`src/rtl/ps2_pkg.sv`:
```
// Shared constants and key-tracker state encoding for the PS/2 keyboard path.
package ps2_pkg;

  localparam logic [7:0] PS2_BREAK = 8'hF0;
  localparam logic [7:0] PS2_EXT   = 8'hE0;
  localparam int         FRAME_LEN = 11;

  typedef enum logic [1:0] {
    ST_IDLE  = 2'd0,
    ST_HELD  = 2'd1,
    ST_BREAK = 2'd2
  } key_state_e;

endpackage

```
`src/rtl/ps2_rx.sv`:
```
// PS/2 frame receiver: pin synchronizers, falling-edge sampling, 11-bit framing
// with odd-parity check, and an inactivity timeout that aborts partial frames.
module ps2_rx
  import ps2_pkg::*;
#(
  parameter int TIMEOUT_CYC = 5000,
  parameter int SYNC_STAGES = 2
) (
  input  logic       clk,
  input  logic       rst,
  input  logic       ps2_clk,
  input  logic       ps2_data,
  output logic [7:0] rx_byte,
  output logic       rx_valid,
  output logic       frame_err
);

  localparam int TW = $clog2(TIMEOUT_CYC + 1);

  logic [SYNC_STAGES-1:0] clk_sync_q, clk_sync_d;
  logic [SYNC_STAGES-1:0] data_sync_q, data_sync_d;
  logic                   prev_clk_q, prev_clk_d;
  logic [3:0]             bit_cnt_q, bit_cnt_d;
  logic [9:0]             shift_q, shift_d;
  logic [TW-1:0]          to_cnt_q, to_cnt_d;
  logic [7:0]             rx_byte_q, rx_byte_d;
  logic                   rx_valid_q, rx_valid_d;
  logic                   frame_err_q, frame_err_d;

  logic sync_clk, sync_data, fall, frame_ok;

  assign sync_clk  = clk_sync_q[SYNC_STAGES-1];
  assign sync_data = data_sync_q[SYNC_STAGES-1];
  assign fall      = prev_clk_q & ~sync_clk;
  // shift_q holds start at [0], data at [8:1], parity at [9]; stop is the live sample.
  assign frame_ok  = ~shift_q[0] & sync_data & (^shift_q[9:1]);

  always_comb begin
    clk_sync_d  = {clk_sync_q[SYNC_STAGES-2:0], ps2_clk};
    data_sync_d = {data_sync_q[SYNC_STAGES-2:0], ps2_data};
    prev_clk_d  = sync_clk;
    bit_cnt_d   = bit_cnt_q;
    shift_d     = shift_q;
    to_cnt_d    = to_cnt_q;
    rx_byte_d   = rx_byte_q;
    rx_valid_d  = 1'b0;
    frame_err_d = 1'b0;

    if (fall) begin
      to_cnt_d = '0;
      if (bit_cnt_q == 4'(FRAME_LEN - 1)) begin
        bit_cnt_d = 4'd0;
        if (frame_ok) begin
          rx_byte_d  = shift_q[8:1];
          rx_valid_d = 1'b1;
        end else begin
          frame_err_d = 1'b1;
        end
      end else begin
        shift_d   = {sync_data, shift_q[9:1]};
        bit_cnt_d = bit_cnt_q + 4'd1;
      end
    end else if (bit_cnt_q != 4'd0) begin
      // A fall in the same cycle wins, so the abort only happens on an idle cycle.
      if (to_cnt_q == TW'(TIMEOUT_CYC - 1)) begin
        frame_err_d = 1'b1;
        bit_cnt_d   = 4'd0;
        to_cnt_d    = '0;
      end else begin
        to_cnt_d = to_cnt_q + 1'b1;
      end
    end
  end

  always_ff @(posedge clk) begin
    if (rst) begin
      // Idle PS/2 lines are high; starting high avoids a false fall after reset.
      clk_sync_q  <= '1;
      data_sync_q <= '1;
      prev_clk_q  <= 1'b1;
      bit_cnt_q   <= 4'd0;
      shift_q     <= '0;
      to_cnt_q    <= '0;
      rx_byte_q   <= 8'h00;
      rx_valid_q  <= 1'b0;
      frame_err_q <= 1'b0;
    end else begin
      clk_sync_q  <= clk_sync_d;
      data_sync_q <= data_sync_d;
      prev_clk_q  <= prev_clk_d;
      bit_cnt_q   <= bit_cnt_d;
      shift_q     <= shift_d;
      to_cnt_q    <= to_cnt_d;
      rx_byte_q   <= rx_byte_d;
      rx_valid_q  <= rx_valid_d;
      frame_err_q <= frame_err_d;
    end
  end

  assign rx_byte   = rx_byte_q;
  assign rx_valid  = rx_valid_q;
  assign frame_err = frame_err_q;

endmodule

```
`src/rtl/ps2_key_tracker.sv`:
```
// Single-key tracker: follows make / typematic / E0 / F0 sequences from the PS/2
// receiver and presents the held scancode and a press counter to the display stage.
module ps2_key_tracker
  import ps2_pkg::*;
#(
  parameter int TIMEOUT_CYC = 5000,
  parameter int SYNC_STAGES = 2
) (
  input  logic       clk,
  input  logic       rst,
  input  logic       ps2_clk,
  input  logic       ps2_data,
  output logic [7:0] scancode,
  output logic       ext,
  output logic       key_down,
  output logic [7:0] press_cnt,
  output logic [7:0] rx_byte,
  output logic       rx_valid,
  output logic       frame_err
);

  key_state_e state_q, state_d;
  logic [7:0] scancode_q, scancode_d;
  logic       ext_q, ext_d;
  logic       key_down_q, key_down_d;
  logic [7:0] press_cnt_q, press_cnt_d;
  logic       ext_pend_q, ext_pend_d;
  logic       same_key;

  ps2_rx #(
    .TIMEOUT_CYC (TIMEOUT_CYC),
    .SYNC_STAGES (SYNC_STAGES)
  ) u_rx (
    .clk       (clk),
    .rst       (rst),
    .ps2_clk   (ps2_clk),
    .ps2_data  (ps2_data),
    .rx_byte   (rx_byte),
    .rx_valid  (rx_valid),
    .frame_err (frame_err)
  );

  assign same_key = (rx_byte == scancode_q) && (ext_pend_q == ext_q);

  always_comb begin
    state_d     = state_q;
    scancode_d  = scancode_q;
    ext_d       = ext_q;
    key_down_d  = key_down_q;
    press_cnt_d = press_cnt_q;
    ext_pend_d  = ext_pend_q;

    if (rx_valid) begin
      if (rx_byte == PS2_EXT) begin
        ext_pend_d = 1'b1;
      end else begin
        case (state_q)
          ST_BREAK: begin
            ext_pend_d = 1'b0;
            if (same_key) begin
              key_down_d = 1'b0;
              state_d    = ST_IDLE;
            end else begin
              state_d = key_down_q ? ST_HELD : ST_IDLE;
            end
          end
          ST_IDLE, ST_HELD: begin
            // F0 is a prefix like E0, so an E0 F0 xx release keeps its extended flag.
            if (rx_byte == PS2_BREAK) begin
              state_d = ST_BREAK;
            end else begin
              ext_pend_d = 1'b0;
              if (state_q == ST_IDLE || !same_key) begin
                scancode_d  = rx_byte;
                ext_d       = ext_pend_q;
                key_down_d  = 1'b1;
                press_cnt_d = press_cnt_q + 8'd1;
                state_d     = ST_HELD;
              end
            end
          end
          default: state_d = ST_IDLE;
        endcase
      end
    end
  end

  always_ff @(posedge clk) begin
    if (rst) begin
      state_q     <= ST_IDLE;
      scancode_q  <= 8'h00;
      ext_q       <= 1'b0;
      key_down_q  <= 1'b0;
      press_cnt_q <= 8'h00;
      ext_pend_q  <= 1'b0;
    end else begin
      state_q     <= state_d;
      scancode_q  <= scancode_d;
      ext_q       <= ext_d;
      key_down_q  <= key_down_d;
      press_cnt_q <= press_cnt_d;
      ext_pend_q  <= ext_pend_d;
    end
  end

  assign scancode  = scancode_q;
  assign ext       = ext_q;
  assign key_down  = key_down_q;
  assign press_cnt = press_cnt_q;

endmodule

```
`config.mk`:
```
export PLATFORM = sky130hd
export DESIGN_NAME = ps2_key_tracker
export DESIGN_NICKNAME = d
export VERILOG_FILES = /design/src/rtl/ps2_pkg.sv /design/src/rtl/ps2_rx.sv /design/src/rtl/ps2_key_tracker.sv
export SDC_FILE = /design/constraint.sdc
export NUM_CORES = 1
export LEC_CHECK = 0
export ABC_CLOCK_PERIOD_IN_PS = 4100
export BUFFER_PORTS_ARGS = -buffer_cell sky130_fd_sc_hd__buf_2
export CAP_MARGIN = 20
export CORE_MARGIN = 2
export CORE_UTILIZATION = 35
export DETAILED_ROUTE_END_ITERATION = 7
export GPL_ROUTABILITY_DRIVEN = 0
export GPL_TIMING_DRIVEN = 0
export PLACE_DENSITY_LB_ADDON = 0.25
export SKIP_CTS_REPAIR_TIMING = 1
export SYNTH_ARGS = -nofsm -noshare
export SYNTH_HDL_FRONTEND = slang
export SYNTH_HIERARCHICAL = 1
export SYNTH_SLANG_ARGS = --single-unit
```
`constraint.sdc`:
```
create_clock -name clk -period 4.1 [get_ports clk]
set_input_delay 0.615 -clock clk [delete_from_list [all_inputs] [get_ports clk]]
set_output_delay 0.615 -clock clk [all_outputs]
set_load 0.03 [all_outputs]
```
After elaboration in Yosys (flattened, before gate mapping)
Cells that the tools add are included.
Operators by class
  add/sub/neg operators: 3
  equal/unequal tests: 13
  multiplexer cells: 23
  bitwise logic cells: 9
  reductions and logical operators: 20
Operator list (count)
  8-bit equality test, second input constant: 2
  4-bit two-way mux: 4
  13-bit by 1-bit adder with 13-bit output, second input constant: 1
  13-bit equality test, second input constant: 1
  1-bit two-way mux: 13
  13-bit two-way mux: 1
  3-bit AND reduction: 3
  9-bit parity: 1
  8-bit by 1-bit adder with 8-bit output, second input constant: 1
  8-bit equality test: 1
  2-bit != test, second input constant: 3
  3-bit != test, second input constant: 2
  1-bit NOT: 6
  6-bit AND reduction: 1
  2-bit nonzero test: 3
  5-bit AND reduction: 1
  4-bit by 1-bit adder with 4-bit output, second input constant: 1
  4-bit equality test, second input constant: 1
  2-bit two-way mux: 2
  1-bit case mux with 2 select lines: 2
  2-bit case mux with 2 select lines: 1
  2-bit AND reduction: 2
  4-bit nonzero test: 1
  2-bit OR reduction: 2
  other kinds (10): 12
Word-level totals
  bits in registers: 63
  input bits: 4
  output and inout bits: 28
  logic and storage cells: 83

Depth between registers and ports, before layout
  depth after elaboration: 7
  gate-level depth with buffers: 7
  mapped depth without buffers: 6

Cells and area by module
Netlist, hierarchy kept.
By module, submodules not included
  ps2_rx: instances 1, cells each 209, area an instance 1933.1 um2, seq. area each 840.8 um2
  ps2_key_tracker: instances 1, cells each 129, area an instance 1183.6 um2, seq. area each 420.4 um2

Worst setup path before layout
OpenSTA, ideal clock, no wires.
  kind: flip-flop to flip-flop
  start point: register u_rx.rx_byte_q[3] (netlist: u_rx/rx_byte[3])
  end point: register press_cnt_q[7] (netlist: press_cnt[7])
  arrival: 1689 ps
  required time: 3977 ps
  setup slack: 2287 ps
  cell stages (with the launch flop): 6
  cells stage by stage: dfxtp_1 > and4b_4 > a21oi_4 > nand3_4 > nor4b_2 > mux2_1
Between the ends
  longest elaborated chain between the ends: 5
  elaborated cells on any way between the ends: 9
Ends and longest elaborated chain
  start: declaration: RTL line ps2_rx.sv:26  | logic [7:0] rx_byte_q, rx_byte_d;
  start signal: assignment: RTL line ps2_rx.sv:94  | rx_byte_q <= rx_byte_d;
  8-bit equality test: RTL line ps2_key_tracker.sv:43  | assign same_key = (rx_byte == scancode_q) && (ext_pend_q == ext_q);
  1-bit logical AND: RTL line ps2_key_tracker.sv:43
  1-bit zero test: RTL line ps2_key_tracker.sv:73  | if (state_q == ST_IDLE || !same_key) begin
  1-bit logical OR: RTL line ps2_key_tracker.sv:73
  5-bit AND reduction (no source line) *
  end signal: assignment: RTL line ps2_key_tracker.sv:101  | press_cnt_q <= press_cnt_d;
  end: declaration: RTL line ps2_key_tracker.sv:26  | logic [7:0] press_cnt_q, press_cnt_d;
Mark *: on every way between the ends. The rest lies on a longest branch, timed or not.
A chain may end at the register's enable or synchronous reset.

Final worst setup path
  start point: register u_rx.bit_cnt_q[0]
  end point: register u_rx.to_cnt_q[0]
Between the ends
  longest elaborated chain between the ends: 1
Ends and longest elaborated chain
  start: declaration: RTL line ps2_rx.sv:23  | logic [3:0] bit_cnt_q, bit_cnt_d;
  start signal: assignment: RTL line ps2_rx.sv:91  | bit_cnt_q <= bit_cnt_d;
  4-bit nonzero test: RTL line ps2_rx.sv:63  | end else if (bit_cnt_q != 4'd0) begin
  end signal: assignment: RTL line ps2_rx.sv:93  | to_cnt_q <= to_cnt_d;
  end: declaration: RTL line ps2_rx.sv:25  | logic [TW-1:0] to_cnt_q, to_cnt_d;
Every way passes these cells.

==> results by group <==
Finish
  • Commonest non-fill, non-tap cell in the layout: dfxtp_1
  • Final core occ: between 40% and 50%
  • Most frequent cells in the layout: dfxtp_1 (63), nand2b_1 (36), nand2_1 (36), buf_2 (33), a21oi_1 (22)
  • # diodes: 0
  • Nets: just under 400
  • P&R area growth vs syn: 15.38%
  • Post-route cell area: between 3000 and 4000 um^2
  • Share of cells above drive strength 1: between 15 and 20%

STA
  • Relative max-transition margin: approximately 45%
  • RSZ-0062 raised after global routing: false
  • TNS Setup: 0 ns
  • Endpoints failing hold: 0
  • Final min period: between 2 and 2.5 ns
  • Period utilization: between 40% and 50%
  • Actual slew at the worst max-slew pin: approximately 0.8 ns
  • Final Max Tran Viols: 0
  • Setup-failing EPs final: 0
  • Achievable Freq: between 0.4 and 0.5 GHz
  • Clock skew: between 0.01 and 0.015 ns

Routing
  • DRT iter0 DRCs: roughly 120
  • WL/cell: 13.17 um
  • Detailed-route DRC error count: 0
  • Drt total wl: roughly 6.5 mm
  • Vias/cell: roughly 5
  • Final ANT Viol Nets: 0
  • Via count: 2476
  • Detailed Routing Iterations Pass 1: 6

Yosys
  • Count of cell types in the netlist: 53
  • Synth Warn #: 6
  • Synth Area in Simple Gates: a little under a third
  • Adder-Cell Fraction of Synth Area: under 10%
  • Most used DFF post-synth: dfxtp_1
  • Post-synth EDFFs: 0
  • Synthesized instance count: between 300 and 400
  • XOR/XNOR Fraction of Synth Area: between 8 and 9%
  • Complex-gate fraction of the synthesized area: ~8.3%
  • Syn nets: roughly 350
  • Syn Area/Cell: between 9 and 10 um^2
  • Synthesized area: roughly 3100 um^2
  • Post-synth ARST share: 0%
  • Yosys reg bits: 63
  • Post-synthesis mux area share: 7.547%
  • Sequential-to-total area share from yosys stat: around two fifths
  • Combinational family with the most area after synthesis: simple AND/OR/NAND/NOR gates

Floorplanning
  • Die Footprint: slightly below 10000 um^2
  • Io pins: 32
  • Core footprint: ~8700 um^2
  • Cell Rows: 34
  • DIE WIDTH: about 98 um
  • Die height: 98.37 um
  • Initial Util: between 30% and 40%

Worst hold path
  • Hold depth: 1
  • Min-Delay Path Class: flip-flop to flip-flop

Global routing
  • Vias in the first global route: about 2300
  • Initial antenna violation count: 0
  • Global route overflow: 0
  • Largest net degree at the start of global routing: 12
  • First-pass GRT wire length: roughly 11 mm
  • Total GRT Usage: approximately 14%

Clock network
  • CTS tree: done
  • Worst-path clk slew: about 0.07 ns
  • Clock Latency Late Sink: between 0.3 and 0.4 ns
  • H-tree Lvls: 3
  • CTS Root Cell: clkbuf_8
  • Maximum root-to-sink buffer count: 2
  • CTS buffer count: 9
  • Sink Count: 63

Placement
  • Port Buffers: 31
  • Placed cell area: roughly 3400 um^2
  • Post-DP HPWL: around 4.7 mm

Pwr
  • Leak: around 1.3 nW
  • PwrDens: around 330 nW/um^2
  • Worst VDD drop: 0.2036 mV

Critical path
  • Worst Path Arrival: 2.32 ns
  • Worst EP required: approximately 4.4 ns
  • Setup Crit Path Kind: flip-flop to flip-flop
  • R2R cell count: 7
  • Critical Path Sink Type: flip-flop
  • Max FO, Critical Path: 10
  • Kind of start point of the critical path: flip-flop

Run status
  • Status: completed

Run
  • MaxCap Viol Count: 0
-- state kept, by name, summed over array words and instances, names as in the netlist, 2 cells and up --
| register | flops |
|---|---|
| u_rx/to_cnt_q | 13 |
| u_rx/shift_q | 10 |
| press_cnt | 8 |
| scancode | 8 |
| u_rx/rx_byte | 8 |
| u_rx/bit_cnt_q | 4 |
| state_q | 2 |
| u_rx/clk_sync_q | 2 |
| u_rx/data_sync_q | 2 |
-- synthesized netlist by cell type, drive strengths merged (6+ instances only) --
master  count  area share [%]
nand3      15             2.8
mux2i      20             6.8
nand4       8             1.6
nor2b       6             1.2
xnor2      17             4.8
inv         7            0.84
a21oi      23             4.1
nand2      37             4.5
or4         8             2.0
nand2b     37             7.5
dfxtp      63              40
clkbuf      8            0.96
nor2       18             2.2
-- critical path, cell delays in order, from the launching register on --
cell,delay (ns)
dfxtp_1,0.34
inv_1,0.11
ha_1,0.16
nor3b_1,0.68
or4_4,0.33
nand3b_4,0.11
buf_6,0.16
nor2_1,0.10
-- worst paths after layout --
kind	startpoint	end	slack [ns]
setup / recovery	u_rx/bit_cnt_q[0]	u_rx/to_cnt_q[0]	2.06
hold / removal	u_rx/data_sync_q[0]	u_rx/data_sync_q[1]	0.41
setup reg to reg	u_rx/bit_cnt_q[0]	u_rx/to_cnt_q[0]	2.06
hold reg to reg	u_rx/data_sync_q[0]	u_rx/data_sync_q[1]	0.41
-- final cells by class --
class,count,area (um^2)
sequential,63,1261
inverter,7,26.28
buffer,13,73.82
tap,108,135.1
multi-input combinational,255,1755
fill,878,5082
timing repair buffer,31,155.1
clock buffer,10,127.6
clock inverter,6,61.31
-- report_power, final --
part | switching [W] | internal (W) | total (W) | leakage, nW
combinational | 0.0000255 | 0.0000184 | 0.0000439 | 0.664
sequential | 0.00000276 | 0.000616 | 0.000619 | 0.509
clock | 0.000244 | 0.000278 | 0.000522 | 0.0960
-- metal layers --
| layer | vias to the layer above | global-route usage [%] | part of all wire, % |
|---|---|---|---|
| met4 | 0 | 5.269 | 1.6 |
| met1 | 1151 | 18.09 | 48 |
| met5 | - | 0 | 0 |
| li1 | 1263 | - | - |
| met3 | 11 | 4.080 | 4.5 |
| met2 | 51 | 21.98 | 46 |
-- cell families (layout without fill, tap and decap cells) --
| kind of cell | Yosys count | in the layout |
|---|---|---|
| AO/OA/AOI/OAI | 42 | 42 |
| XOR/XNOR | 25 | 25 |
| adder cells (fa/ha/maj) | 5 | 5 |
| buffers and inverters | 20 | 67 |
| flip-flops | 63 | 63 |
| multiplexers | 22 | 22 |
| AND/OR/NAND/NOR | 161 | 161 |
-- through the flow --
| step | setup slack, ns | power (W) | hold WS (ns) | instances |
|---|---|---|---|---|
| after floorplan | 2.287 | 0.0006647 | 0.3895 | 338 |
| after global placement | 1.934 | 0.0006767 | 0.3911 | 477 |
| after detailed placement | 1.915 | 0.0006775 | 0.3981 | 477 |
| after CTS | 2.071 | 0.001210 | 0.4145 | 493 |
| after global routing | 1.839 | 0.001233 | 0.4279 | 493 |
| final | 2.060 | 0.001184 | 0.4085 | 493 |
(Power assumes the default switching activity.)
